### src/rtl/uart_echo_bridge_if.sv
// FIFO-side bundle for uart_echo_bridge: RX FIFO read port and TX FIFO write port.
// The master modport is the bridge; the slave modport is the FIFO pair.
interface uart_echo_bridge_if #(
    parameter int DATA_W = 8
) ();
    logic              rd_req;
    logic [DATA_W-1:0] rd_data;
    logic              empty;
    logic              wr_req;
    logic [DATA_W-1:0] wr_data;
    logic              full;

    modport master (
        output rd_req,
        input  rd_data,
        input  empty,
        output wr_req,
        output wr_data,
        input  full
    );

    modport slave (
        input  rd_req,
        output rd_data,
        output empty,
        input  wr_req,
        input  wr_data,
        output full
    );
endinterface

### src/rtl/uart_echo_bridge.sv
// Moves words from the RX FIFO to the TX FIFO one at a time with an optional byte transform.
// Define UART_ECHO_CRLF_EN to append 0x0A after every written 0x0D.
//
// state      | meaning
// S_IDLE     | waiting for enable=1 and a non-empty RX FIFO
// S_READ     | rd_req pulse, load latency counter
// S_WAIT     | wait for RX read data, capture and transform on terminal count
// S_SPACE    | hold word until the TX FIFO has room
// S_WRITE    | wr_req pulse, count the word
// S_LF_SPACE | (CRLF build) wait for room for the inserted line feed
// S_LF_WRITE | (CRLF build) wr_req pulse carrying 0x0A
module uart_echo_bridge #(
    parameter int DATA_W       = 8,
    parameter int READ_LATENCY = 1,
    parameter int CNT_W        = 16
) (
    input  logic                 clk,
    input  logic                 rst_n,
    input  logic                 enable_i,
    input  logic [1:0]           mode_i,
    uart_echo_bridge_if.master   bus,
    output logic                 busy_o,
    output logic [CNT_W-1:0]     word_cnt_o
);

    typedef enum logic [2:0] {
        S_IDLE,
        S_READ,
        S_WAIT,
        S_SPACE,
        S_WRITE
`ifdef UART_ECHO_CRLF_EN
        ,
        S_LF_SPACE,
        S_LF_WRITE
`endif
    } state_t;

    localparam logic [2:0] LAT_INIT = 3'(READ_LATENCY);

    state_t             state_q, state_d;
    logic [2:0]         lat_q, lat_d;
    logic               rd_req_q, rd_req_d;
    logic               wr_req_q, wr_req_d;
    logic [DATA_W-1:0]  wr_data_q, wr_data_d;
    logic               busy_q, busy_d;
    logic [CNT_W-1:0]   word_cnt_q, word_cnt_d;

    function automatic logic [7:0] xform(input logic [7:0] b, input logic [1:0] m);
        logic [7:0] r;
        r = b;
        case (m)
            2'd1: if (b >= 8'h61 && b <= 8'h7A) r = b - 8'h20;
            2'd2: if (b >= 8'h41 && b <= 8'h5A) r = b + 8'h20;
            2'd3: r = ~b;
            default: r = b;
        endcase
        return r;
    endfunction

    // Outputs are registered from the next-state decision so each strobe lines up with its state.
    always_comb begin
        state_d    = state_q;
        lat_d      = lat_q;
        rd_req_d   = 1'b0;
        wr_req_d   = 1'b0;
        wr_data_d  = wr_data_q;
        word_cnt_d = word_cnt_q;
        case (state_q)
            S_IDLE: begin
                if (enable_i && !bus.empty) begin
                    state_d  = S_READ;
                    rd_req_d = 1'b1;
                end
            end
            S_READ: begin
                state_d = S_WAIT;
                lat_d   = LAT_INIT;
            end
            S_WAIT: begin
                if (lat_q == 3'd1) begin
                    wr_data_d      = bus.rd_data;
                    wr_data_d[7:0] = xform(bus.rd_data[7:0], mode_i);
                    state_d        = S_SPACE;
                end else begin
                    lat_d = lat_q - 3'd1;
                end
            end
            S_SPACE: begin
                if (!bus.full) begin
                    state_d    = S_WRITE;
                    wr_req_d   = 1'b1;
                    word_cnt_d = word_cnt_q + 1'b1;
                end
            end
            S_WRITE: begin
`ifdef UART_ECHO_CRLF_EN
                if (wr_data_q[7:0] == 8'h0D) state_d = S_LF_SPACE;
                else                          state_d = S_IDLE;
`else
                state_d = S_IDLE;
`endif
            end
`ifdef UART_ECHO_CRLF_EN
            S_LF_SPACE: begin
                if (!bus.full) begin
                    state_d    = S_LF_WRITE;
                    wr_req_d   = 1'b1;
                    wr_data_d  = DATA_W'(8'h0A);
                    word_cnt_d = word_cnt_q + 1'b1;
                end
            end
            S_LF_WRITE: state_d = S_IDLE;
`endif
            default: state_d = S_IDLE;
        endcase
        busy_d = (state_d != S_IDLE);
    end

    always_ff @(posedge clk or negedge rst_n) begin
        if (!rst_n) begin
            state_q    <= S_IDLE;
            lat_q      <= '0;
            rd_req_q   <= 1'b0;
            wr_req_q   <= 1'b0;
            wr_data_q  <= '0;
            busy_q     <= 1'b0;
            word_cnt_q <= '0;
        end else begin
            state_q    <= state_d;
            lat_q      <= lat_d;
            rd_req_q   <= rd_req_d;
            wr_req_q   <= wr_req_d;
            wr_data_q  <= wr_data_d;
            busy_q     <= busy_d;
            word_cnt_q <= word_cnt_d;
        end
    end

    assign bus.rd_req  = rd_req_q;
    assign bus.wr_req  = wr_req_q;
    assign bus.wr_data = wr_data_q;
    assign busy_o      = busy_q;
    assign word_cnt_o  = word_cnt_q;

endmodule

### src/flat_wrapper.sv
// flat-port wrapper written by rule: the top's interface ports become plain ports
module uart_echo_bridge_flat 
#(
    parameter int DATA_W       = 8,
    parameter int READ_LATENCY = 1,
    parameter int CNT_W        = 16
)
  (clk, rst_n, enable_i, mode_i, busy_o, word_cnt_o, bus_rd_req, bus_rd_data, bus_empty, bus_wr_req, bus_wr_data, bus_full);
  uart_echo_bridge_if #(.DATA_W(DATA_W)) bus_i ();
  input  logic clk;
  input  logic rst_n;
  input  logic enable_i;
  input  logic [1:0] mode_i;
  output logic busy_o;
  output logic [CNT_W-1:0] word_cnt_o;
  output wire logic [$bits(bus_i.rd_req)-1:0] bus_rd_req;
  input wire logic [$bits(bus_i.rd_data)-1:0] bus_rd_data;
  input wire logic [$bits(bus_i.empty)-1:0] bus_empty;
  output wire logic [$bits(bus_i.wr_req)-1:0] bus_wr_req;
  output wire logic [$bits(bus_i.wr_data)-1:0] bus_wr_data;
  input wire logic [$bits(bus_i.full)-1:0] bus_full;
  assign bus_rd_req = bus_i.rd_req;
  assign bus_i.rd_data = bus_rd_data;
  assign bus_i.empty = bus_empty;
  assign bus_wr_req = bus_i.wr_req;
  assign bus_wr_data = bus_i.wr_data;
  assign bus_i.full = bus_full;
  uart_echo_bridge #(.DATA_W(DATA_W), .READ_LATENCY(READ_LATENCY), .CNT_W(CNT_W)) u_core (.clk(clk), .rst_n(rst_n), .enable_i(enable_i), .mode_i(mode_i), .bus(bus_i), .busy_o(busy_o), .word_cnt_o(word_cnt_o));
endmodule
### config.mk
export PLATFORM = sky130hd
export DESIGN_NAME = uart_echo_bridge_flat
export DESIGN_NICKNAME = d
export VERILOG_FILES = /design/src/rtl/uart_echo_bridge_if.sv /design/src/rtl/uart_echo_bridge.sv /design/src/flat_wrapper.sv
export SDC_FILE = /design/constraint.sdc
export NUM_CORES = 1
export LEC_CHECK = 0
export CORE_MARGIN = 2
export CORE_UTILIZATION = 48
export DETAILED_ROUTE_END_ITERATION = 8
export MAX_ROUTING_LAYER = met4
export PLACE_DENSITY = 0.87
export SKIP_CTS_REPAIR_TIMING = 1
export SLEW_MARGIN = 5
export SYNTH_ARGS = -nofsm -noshare
export SYNTH_HDL_FRONTEND = slang
export SYNTH_SLANG_ARGS = --single-unit
### constraint.sdc
create_clock -name clk -period 2.35 [get_ports clk]
set_clock_uncertainty 0.2 [all_clocks]
set_input_delay 0.47 -clock clk [delete_from_list [all_inputs] [get_ports clk]]
set_output_delay 0.47 -clock clk [all_outputs]
set_load 0.1 [all_outputs]
Word level (Yosys, flattened, before mapping)

Cells that the tools add are included.

Bits in registers: 33
Latch bits: 0
Bits in writable memories: 0
Bits in read-only memories: 0
Bits of input ports: 15
Output and inout port bits: 27
Word-level logic and storage cells: 48
Memories kept: 0

Add/subtract/negate cells: 4
$mul: 0
Divide/modulo/power cells: 0
Order comparisons: 4
Equality and inequality tests: 8
Shift-type cells: 0
Multiplexer cells: 13
Bitwise logic cells: 2
Reductions and logical operators: 10

Operators with widths:

| operator                                                                          | number |
|---|---|
| 8-bit one-hot mux with 3 select lines                                             | 1 |
| 16-bit by 1-bit adder with 16-bit output (second input constant)                  | 1 |
| 8-bit by 7-bit >= comparator with 1-bit output (second input constant)            | 2 |
| 8-bit by 7-bit less-or-equal comparator with 1-bit output (second input constant) | 2 |
| 8-bit two-way mux                                                                 | 2 |
| 3-bit two-way mux                                                                 | 4 |
| 3-bit one-hot mux with 4 select lines                                             | 1 |
| 8-bit by 6-bit adder with 8-bit output (second input constant)                    | 1 |
| 8-bit inverter                                                                    | 1 |
| 8-bit by 6-bit subtractor with 8-bit output (second input constant)               | 1 |
| 3-bit by 1-bit == test with 1-bit output (second input constant)                  | 2 |
| 3-bit by 2-bit == test with 1-bit output (second input constant)                  | 2 |
| 3-bit one-hot mux with 2 select lines                                             | 1 |
| 2-bit AND reduction                                                               | 3 |
| 2-bit == test (second input constant)                                             | 2 |
| 1-bit two-way mux                                                                 | 4 |
| 1-bit logical AND                                                                 | 3 |
| 3-bit zero test                                                                   | 1 |
| 3-bit nonzero test                                                                | 1 |
| 3-bit by 1-bit subtractor with 3-bit output (second input constant)               | 1 |
| 2-bit by 1-bit == test with 1-bit output (second input constant)                  | 1 |
| 2-bit inequality test (second input constant)                                     | 1 |
| 2-bit nonzero test                                                                | 1 |
| 1-bit zero test                                                                   | 1 |
| 1-bit inverter                                                                    | 1 |

Logic depth before layout (Yosys ltp)

Word-level depth: 5
Mapped depth: 8
Mapped depth without buffers: 7

Worst setup path before layout

No wires, ideal clock.

Path type: reg2reg
Start: register u_core.word_cnt_q[0] (netlist: u_core.word_cnt_o[0])
End: register u_core.word_cnt_q[10] (netlist: u_core.word_cnt_o[10])
Library setup time: 0.158 ns
Data arrival time: 1.898 ns
Data required time: 1.992 ns
Path slack: 0.094 ns
Cell stages (with the launch flop): 6
Path buffers: 0
Clock period less this slack: 2.256 ns
Cell sequence: dfrtp_1 -> ha_1 -> and3_1 -> and3_1 -> nand3_1 -> xnor2_1

Longest elaborated chain between the ends: 1

RTL lines:

| what                                     | RTL line                | text |
|---|---|---|
| start, declared                          | uart_echo_bridge.sv:47  | `logic [CNT_W-1:0] word_cnt_q, word_cnt_d;` |
| start signal, assigned                   | uart_echo_bridge.sv:136 | `word_cnt_q <= word_cnt_d;` |
| 16-bit by 1-bit adder with 16-bit output | uart_echo_bridge.sv:93  | `word_cnt_d = word_cnt_q + 1'b1;` |

Every way passes these cells.
A chain may end at the register's enable or synchronous reset.

Final worst setup path

Start: register u_core.lat_q[1]
End: register u_core.wr_data_q[7] (netlist: u_core.bus.wr_data[7])

Longest elaborated chain between the ends: 2

RTL lines:

| what                                     | RTL line                | text |
|---|---|---|
| start, declared                          | uart_echo_bridge.sv:42  | `logic [2:0] lat_q, lat_d;` |
| start signal, assigned                   | uart_echo_bridge.sv:131 | `lat_q <= lat_d;` |
| 3-bit by 1-bit == test with 1-bit output | uart_echo_bridge.sv:81  | `if (lat_q == 3'd1) begin` |
| 2-bit AND reduction (no line)            | --                      |  |
| end signal, assigned                     | uart_echo_bridge.sv:134 | `wr_data_q <= wr_data_d;` |
| end, declared                            | uart_echo_bridge.sv:45  | `logic [DATA_W-1:0] wr_data_q, wr_data_d;` |

Every way passes these cells.

==> flow_metrics.tcl <==
set metrics [dict create \
    htreeDepth 2 \
    dp_hpwl_mm 2.53 \
    synthTopCellsByArea "dfrtp_1, xnor2_1, ha_1" \
    p_leak_nw 1.05 \
    synth_cells 159 \
    clock_path_buffers 2 \
    cts.sinks 33 \
    min_period_ns 2.12 \
    yosysWarnings 0 \
    wl_mm 3.35 \
    synth_nets 179 \
    setup_viol 0 \
    cts_tree "yes" \
    p_per_area_nw_per_um2 1290 \
    io_buffers 41 \
    internal_power_mw 1.33 \
    fin_crit_sh_pct 90.4 \
    avgRoutedWirePerCell_um 12.8 \
    synth_edf_count 0 \
    synth_cell_types 40 \
    core_area_um2 3310 \
    overflow 0 \
    final_area_um2 2190 \
    power.switching_mw 1.48 \
    synth-async-reset-ratio_pct 100 \
    numCtsBuffers 5 \
    power_frac_seq_pct 30.0 \
    start_kind "register" \
    place_congestion 0.859 \
    dp.cells 253 \
    outcome "finished clean" \
    cap_violations 0 \
    rsz0062_at_grt "false" \
    required_ns 2.36 \
    clock_latency_ns 0.33 \
    antennaDiodeCount 0 \
    layout-drive-gt1-share_pct 25.6 \
    fin_cells 261 \
    critPathMaxFanout 17 \
    grt_usage_pct 19.8 \
    avgSynthCellArea_um2 10.3 \
    fin_nets 234 \
    start_util_pct 49.7 \
    hold_violations 0 \
    vias_per_cell 5.17 \
    drt-initial-drc-count 46 \
    setup_tns_ns 0 \
    pwr-share-clk_pct 15.7 \
    final_common_cell "buf_4" \
    final_antenna_net_count 0 \
    grt_max_degree 34 \
    synth_flop_cell "dfrtp_1" \
    dpl-instance-area_um2 2100 \
    antenna_found_initial 0 \
    vdd_drop_max_mv 0.924 \
    boundaryPins 42 \
    ys_ff_latch 33 \
    syn_area_um2 1650 \
    syn2layout_area_growth_pct 33.0 \
    ys_seq_area_share_pct 50.2 \
    relSlewSlack_pct 73.3 \
    tightest_slew_ns 0.400 \
    fp.dieArea_um2 3910 \
    arrival_ns 2.14 \
    drcViolationCount 0 \
    die_w_um 62.5 \
    p_comb_share_pct 54.3 \
    hp-class "register to register" \
    cts_root_buffer "clkbuf_4" \
    swShare_pct 52.7 \
    grt_pass1_vias 1376 \
    critPathKind "register to register" \
    yosysTopAreaCell "dfrtp_1" \
    vias 1350 \
    fin_util_pct 66.1 \
    synth_top_area_share_pct 50.2 \
    total_power_mw 2.81 \
    maxSlewViolCount 0 \
    num_rows 21 \
    dieHeight_um 62.5 \
    crit_path_end_kind "register" \
    layout_common_cells "buf_4, dfrtp_1, xnor2_1" \
    firstDrtPassIters 4 \
    clk_pin_slew_ns 0.10 \
    grt_pass1_wl_mm 6.02 \
    fmax_mhz 471 \
]
[final cells by class]
type / instances / area [µm²]
Clock buffer: 7 / 55.1
Clock inverter: 1 / 30.0
Fill cell: 283 / 1120
Inverter: 8 / 32.5
Multi-Input combinational cell: 111 / 739
Sequential cell: 33 / 826
Tap cell: 46 / 57.6
Timing Repair Buffer: 55 / 448
[metrics by stage]
step	hold WS [ns]	setup slack (ns)
floorplan	-0.0256	0.0939
global placement	0.262	-0.0388
detailed placement	0.283	-0.0720
CTS	0.305	0.222
global route	0.325	0.0786
finish	0.298	0.225
[kinds of logic (layout without fill, tap and decap cells)]
family | count (synthesis) | after routing | share of synthesized area (%)
flops | 33 | 33 | 50.2
xor+xnor | 21 | 21 | 11.2
mux | 1 | 1 | 0.684
buf+inv | 15 | 71 | 4.87
compound gates | 30 | 30 | 11.1
simple gates | 54 | 54 | 18.2
fa+ha+maj | 5 | 5 | 3.80
[synth_stat cells (4+ instances only)]
master,n
a21oi_1,9
inv_1,7
nand2_1,15
o21ai_1,5
nand3_1,7
ha_1,5
nor2_1,10
xnor2_1,17
o21ai_0,7
xor2_1,4
dfrtp_1,33
[power groups by stage]
stage                     clock (mW)  sequential (mW)  combinational [mW]
after floorplan                    0             1.67               0.389
after global placement             0            0.847                1.51
after detailed placement           0            0.855                1.53
after CTS                      0.449            0.843                1.54
after global routing           0.474            0.866                1.60
final                          0.441            0.845                1.53
[sequential cells by signal, summed over array words and instances (netlist names)]
register,flops
u_core.busy_o,1
u_core.bus.wr_data,8
u_core.bus.rd_req,1
u_core.word_cnt_o,16
u_core.state_q,3
u_core.bus.wr_req,1
u_core.lat_q,3
[metal layers]
layer	up-vias	GRT usage, %	share of wire (%)
met4	0	7.22	1.6
met1	640	24.2	45
met2	37	32.5	49
li1	662	-	-
met5	-	-	0
met3	11	4.14	4.0
[critical path: stages, from the launching register on]
cell       delay (ns)
dfrtp_1          0.39
inv_1            0.10
ha_1             0.17
nand2b_1         0.12
or4_4            0.55
a2111oi_2        0.36
a21oi_1          0.12
[final timing paths]
check                                      start               endpoint  slack (ns)  cells after the start
min in group asynchronous                  rst_n  u_core.bus.wr_data[1]        0.32                      2
hold / removal             u_core.bus.wr_data[3]  u_core.bus.wr_data[3]        0.30                      2
setup reg to reg                 u_core.lat_q[1]  u_core.bus.wr_data[7]        0.23                      6
max in group asynchronous                  rst_n      u_core.bus.wr_req        1.33                      2
setup / recovery                 u_core.lat_q[1]  u_core.bus.wr_data[7]        0.23                      6
hold reg to reg            u_core.bus.wr_data[3]  u_core.bus.wr_data[3]        0.30                      2
(Power assumes the default switching activity.)
